[config.mk]
export PLATFORM = sky130hd
export DESIGN_NAME = pipeline_hazard_ctrl
export DESIGN_NICKNAME = d
export VERILOG_FILES = /design/src/rtl/pipeline_hazard_ctrl.sv
export SDC_FILE = /design/constraint.sdc
export NUM_CORES = 1
export LEC_CHECK = 0
export ABC_CLOCK_PERIOD_IN_PS = 3000
export CORE_MARGIN = 3
export CORE_UTILIZATION = 37
export DETAILED_ROUTE_END_ITERATION = 10
export GPL_TIMING_DRIVEN = 0
export MAX_ROUTING_LAYER = met4
export PLACE_DENSITY = 0.88
export SLEW_MARGIN = 20
export SYNTH_ARGS = -nofsm -noshare
export SYNTH_HDL_FRONTEND = slang
export SYNTH_SLANG_ARGS = --single-unit
[constraint.sdc]
create_clock -name clk -period 3 [get_ports clk]
set_clock_uncertainty 0.1 [all_clocks]
set_input_delay 0.6 -clock clk [delete_from_list [all_inputs] [get_ports clk]]
set_output_delay 0.6 -clock clk [all_outputs]
set_load 0.005 [all_outputs]
[src/rtl/pipeline_hazard_ctrl.sv]
`default_nettype none
// ============================================================================
// Module      : pipeline_hazard_ctrl
// Description : Stall/flush/forward controller for the 5-stage RISC-V pipeline,
//               with a RUN/MEM_WAIT/FAULT data-memory wait sequencer and
//               watchdog. Define HAZARD_PERF_EN to build the perf counters.
// Revision    : 1.0 - initial release
// ============================================================================
module pipeline_hazard_ctrl #(
  parameter int         MEM_TIMEOUT = 255,
  parameter logic [1:0] LOAD_WB_SEL = 2'b01
) (
  input  logic        clk,
  input  logic        rst_n,
  input  logic [4:0]  rs1_D,
  input  logic [4:0]  rs2_D,
  input  logic [4:0]  rs1_E,
  input  logic [4:0]  rs2_E,
  input  logic [4:0]  rd_E,
  input  logic [4:0]  rd_M,
  input  logic [4:0]  rd_W,
  input  logic [1:0]  write_back_E,
  input  logic        write_enable_RF_M,
  input  logic        write_enable_RF_W,
  input  logic        pc_src_E,
  input  logic        dmem_req_M,
  input  logic        dmem_ready,
  output logic [1:0]  forward_a_E,
  output logic [1:0]  forward_b_E,
  output logic        stall_F,
  output logic        stall_D,
  output logic        stall_E,
  output logic        stall_M,
  output logic        flush_D,
  output logic        flush_E,
  output logic        flush_W,
  output logic        mem_fault,
  output logic [31:0] stall_cycles,
  output logic [31:0] flush_count
);

  localparam int c_WAIT_W = (MEM_TIMEOUT < 1) ? 1 : $clog2(MEM_TIMEOUT + 1);
  localparam logic [c_WAIT_W-1:0] c_TIMEOUT    = c_WAIT_W'(MEM_TIMEOUT);
  localparam logic                c_TIMEOUT_EN = (MEM_TIMEOUT != 0);

  localparam logic [1:0] c_ST_RUN      = 2'd0;
  localparam logic [1:0] c_ST_MEM_WAIT = 2'd1;
  localparam logic [1:0] c_ST_FAULT    = 2'd2;

  logic [1:0]          r_state;
  logic [c_WAIT_W-1:0] r_wait_cnt;
  logic                r_mem_fault;

  logic w_lu;
  logic w_mem_stall;

  function automatic logic [1:0] fwd_sel(
    input logic [4:0] rs,
    input logic       we_m,
    input logic [4:0] rd_m,
    input logic       we_w,
    input logic [4:0] rd_w
  );
    if (we_m && (rd_m != 5'd0) && (rd_m == rs))
      return 2'b10;
    else if (we_w && (rd_w != 5'd0) && (rd_w == rs))
      return 2'b01;
    else
      return 2'b00;
  endfunction

  assign w_lu = (write_back_E == LOAD_WB_SEL) && (rd_E != 5'd0) &&
                ((rd_E == rs1_D) || (rd_E == rs2_D));

  assign w_mem_stall = ((r_state == c_ST_RUN)      && dmem_req_M && !dmem_ready) ||
                       ((r_state == c_ST_MEM_WAIT) && !dmem_ready) ||
                       (r_state == c_ST_FAULT);

  always_comb begin
    forward_a_E = 2'b00;
    forward_b_E = 2'b00;
    stall_F     = 1'b0;
    stall_D     = 1'b0;
    stall_E     = 1'b0;
    stall_M     = 1'b0;
    flush_D     = 1'b0;
    flush_E     = 1'b0;
    flush_W     = 1'b0;
    if (!rst_n) begin
      flush_D = 1'b1;
      flush_E = 1'b1;
      flush_W = 1'b1;
    end else begin
      forward_a_E = fwd_sel(rs1_E, write_enable_RF_M, rd_M, write_enable_RF_W, rd_W);
      forward_b_E = fwd_sel(rs2_E, write_enable_RF_M, rd_M, write_enable_RF_W, rd_W);
      if (w_mem_stall) begin
        // Whole pipe frozen; W gets a bubble so the held M op is not retired twice
        stall_F = 1'b1;
        stall_D = 1'b1;
        stall_E = 1'b1;
        stall_M = 1'b1;
        flush_W = 1'b1;
      end else begin
        // A taken branch squashes the load-use victim, so no need to hold F/D
        flush_D = pc_src_E;
        flush_E = pc_src_E | w_lu;
        stall_F = w_lu & ~pc_src_E;
        stall_D = w_lu & ~pc_src_E;
      end
    end
  end

  always_ff @(posedge clk) begin
    if (!rst_n) begin
      r_state     <= c_ST_RUN;
      r_wait_cnt  <= '0;
      r_mem_fault <= 1'b0;
    end else begin
      case (r_state)
        c_ST_RUN: begin
          if (dmem_req_M && !dmem_ready) begin
            r_state    <= c_ST_MEM_WAIT;
            r_wait_cnt <= c_WAIT_W'(1);
          end
        end
        c_ST_MEM_WAIT: begin
          if (dmem_ready) begin
            r_state    <= c_ST_RUN;
            r_wait_cnt <= '0;
          end else if (c_TIMEOUT_EN && (r_wait_cnt == c_TIMEOUT)) begin
            r_state     <= c_ST_FAULT;
            r_mem_fault <= 1'b1;
          end else if (r_wait_cnt != '1) begin
            r_wait_cnt <= r_wait_cnt + c_WAIT_W'(1);
          end
        end
        c_ST_FAULT: begin
          r_mem_fault <= 1'b1;
        end
        default: begin
          r_state <= c_ST_RUN;
        end
      endcase
    end
  end

  assign mem_fault = r_mem_fault;

`ifdef HAZARD_PERF_EN
  logic [31:0] r_stall_cycles;
  logic [31:0] r_flush_count;

  // Reset-forced flushes never reach the increment branch
  always_ff @(posedge clk) begin
    if (!rst_n) begin
      r_stall_cycles <= 32'd0;
      r_flush_count  <= 32'd0;
    end else begin
      if (stall_F)
        r_stall_cycles <= r_stall_cycles + 32'd1;
      if (flush_E)
        r_flush_count <= r_flush_count + 32'd1;
    end
  end

  assign stall_cycles = r_stall_cycles;
  assign flush_count  = r_flush_count;
`else
  assign stall_cycles = 32'd0;
  assign flush_count  = 32'd0;
`endif

endmodule
`default_nettype wire

==> flow_metrics.env <==
export IMPL_status="finished, final reports clean"
export IMPL_final_fill_count=302
export IMPL_hpwlAfterDp_um=3570
export IMPL_grt_usage_pct=16.8
export IMPL_ys_warn_count=0
export IMPL_dieArea_mm2=0.00496
export IMPL_core_area_mm2=0.00383
export IMPL_h_tree_depth=1
export IMPL_reg2reg_from="r_state[0]"
export IMPL_die_h_um=70.4
export IMPL_period_minus_slack_ns=2.94
export IMPL_max_freq_mhz=340
export IMPL_slew_headroom_pct=60.4
export IMPL_crit_path_start="rd_M[1]"
export IMPL_cp_max_fo=3
export IMPL_dr_pass1_iters=4
export IMPL_tightest_slew_ns=0.592
export IMPL_hold_start="mem_fault"
export IMPL_ys_types=38
export IMPL_synth_top_cell_by_area="buf_4"
export IMPL_area_growth_syn_to_layout_pct=64.1
export IMPL_cts_num_sinks=11
export IMPL_via_count=1552
export IMPL_grt_pass1_wl_um=6750
export IMPL_grt_pass1_vias=1479
export IMPL_root_buffer="clkbuf_8"
export IMPL_cts_buffers=3
export IMPL_hold_class="flip-flop to flip-flop"
export IMPL_clk_pin_slew_ns=0.05
export IMPL_holdWs_ns=0.379
export IMPL_wl_um=4220
export IMPL_syn_cell_area_mm2=0.00154
export IMPL_powerDensity_mw_per_mm2=216
export IMPL_finalInstanceArea_mm2=0.00252
export IMPL_max_cap_violations=0
export IMPL_ir_worst_vdd_mv=0.124
export IMPL_antenna_found_initial=0
export IMPL_insertion_delay_ns=0.24
export IMPL_pin_count=120
export IMPL_drive_gt1_share_pct=29.3
export IMPL_setup_viol=0
export IMPL_critical_path_class="input port to primary output"
export IMPL_placedCellCount=364
export IMPL_cts_path_max_buffers=2
export IMPL_diodes=0
export IMPL_place_congestion=0.899
export IMPL_grt_start_max_net_pins=11
export IMPL_finalNetCount=370
export IMPL_arrival_ns=2.24
export IMPL_grt_remaining_overflow=0
export IMPL_viasPerCell=4.17
export IMPL_end_kind="primary output"
export IMPL_post_drt_wl_per_cell_um=11.3
export IMPL_yosys_top_cells_area="buf_4 32%, dfxtp_1 14%, xor2_1 14%, xnor2_1 3.4%, nor3_1 3.3%"
export IMPL_drcViolationCount=0
export IMPL_ys_seq_area_share_pct=14.3
export IMPL_ant_nets=0
export IMPL_maxSlewViolCount=0
export IMPL_initial_utilization_pct=40.1
export IMPL_p_leak_nw=1.37
export IMPL_io_buffer_count=55
export IMPL_critPathLaunchType="input port"
export IMPL_die_x_um=70.4
export IMPL_netlist_instances=198
export IMPL_postPlaceCellArea_mm2=0.00238
export IMPL_synth_top_cell_area_share_pct=32.3
export IMPL_fin_crit_sh_pct=98.0
export IMPL_syn_avg_cell_area_um2=7.75
export IMPL_required_ns=2.30
export IMPL_synth_seq_cells=11
export IMPL_cts_tree="built"
export IMPL_hold_violations=0
export IMPL_rows=22
export IMPL_final_cells=372
export IMPL_finalPower_mw=0.543
export IMPL_drt_initial_drc_count=27
[area by class of cell]
| class | count | area, um2 | area share, % |
|---|---|---|---|
| Buffer | 68 | 512 | 20.3 |
| Inverter | 4 | 15.0 | 0.596 |
| Clock buffer | 3 | 41.3 | 1.64 |
| Sequential cell | 11 | 220 | 8.74 |
| Tap cell | 48 | 60.1 | 2.38 |
| Clock inverter | 1 | 5.00 | 0.199 |
| Timing Repair Buffer | 59 | 579 | 23.0 |
| Multi-Input combinational cell | 178 | 1090 | 43.1 |
[worst max-delay path, cell delays in order]
cell and delay, ns:
dlygate4sd2_1 0.28, or4_4 0.55, o21ai_4 0.16, nor4_2 0.06, and2_1 0.14, clkdlybuf4s50_1 0.45
[power by group]
group          switching, mW  internal [mW]  total (mW)
logic                 0.0987          0.142       0.240
registers            0.00269          0.148       0.151
clock network         0.0601         0.0916       0.152
[timing repair]
item | in CTS | in global routing
pin swaps | 6 | 5
hold endpoints to repair | 0 | 0
hold buffers | 0 | 0
cloned | 0 | 0
setup endpoints to repair | 9 | 6
buffers inserted | 2 | 2
resized for setup | 35 | 13
[per-layer routing]
layer	global-route usage (%)	part of all wire [%]	wire [um]
met1	17.4	37	1540
met2	31.3	55	2330
met3	5.61	7.7	323
met4	1.91	0.55	23
met5	-	0	0
[placed cells by master, fill, tap and decap left out, types with 4 or more instances in the layout]
cell type        count
xor2_1              24
nor2_1              10
xnor2_1              6
and3_1               4
nand2_1              6
dlymetal6s2s_1       9
conb_1              64
buf_4               70
clkdlybuf4s50_1     28
nor4_2               4
inv_1                4
dlygate4sd2_1       16
a31oi_1              5
dfxtp_1             11
nand3_1              6
nor3_1              10
[flip-flops by register name, indices dropped and copies added (netlist names)]
register and count:
mem_fault 1, r_state 2, r_wait_cnt 8
[final timing paths]
| kind | end | slack, ns | cells past startpoint |
|---|---|---|---|
| hold / removal | mem_fault | 0.38 | 2 |
| setup / recovery | forward_a_E[1] | 0.06 | 6 |
| hold reg to reg | mem_fault | 0.38 | 2 |
| setup reg to reg | r_wait_cnt[1] | 1.20 | 5 |
[per-stage QoR]
stage / util [%] / worst slack, ns / TNS [ns]
2_1_floorplan: - / 0.596 / 0
3_3_place_gp: 62.3 / -0.478 / -2.54
3_5_place_dp: 62.3 / -0.501 / -2.57
4_1_cts: 64.3 / -0.0408 / -0.0408
5_1_grt: 65.8 / -0.000950 / -0.000950
6_report: 65.8 / 0.0601 / 0
[cell usage after synthesis, drive strengths merged]
cell and instances:
a2111oi 1, a21o 1, a21oi 3, a22oi 1, a31oi 5, and2 2, and2b 1, and3 4
and4 1, buf 67, clkbuf 1, conb 1, dfxtp 11, ha 1, inv 4, nand2 6
nand3 6, nand4 1, nor2 10, nor2b 2, nor3 11, nor3b 2, nor4 4, nor4b 1
o211ai 1, o21ai 5, o21bai 5, o221a 2, o22ai 1, o31ai 1, or3b 1, or4 5
xnor2 6, xor2 24
[cells by family (layout without fill, tap and decap cells)]
group,Yosys count,count (layout),synth area share (%)
fa+ha+maj,1,1,0.815
compound gates,26,26,11.7
other cells,1,64,0.244
simple gates,57,57,21.5
flops,11,11,14.3
buf+inv,72,135,34.2
xor+xnor,30,30,17.1
No activity file was read; power rests on OpenSTA's default activity.
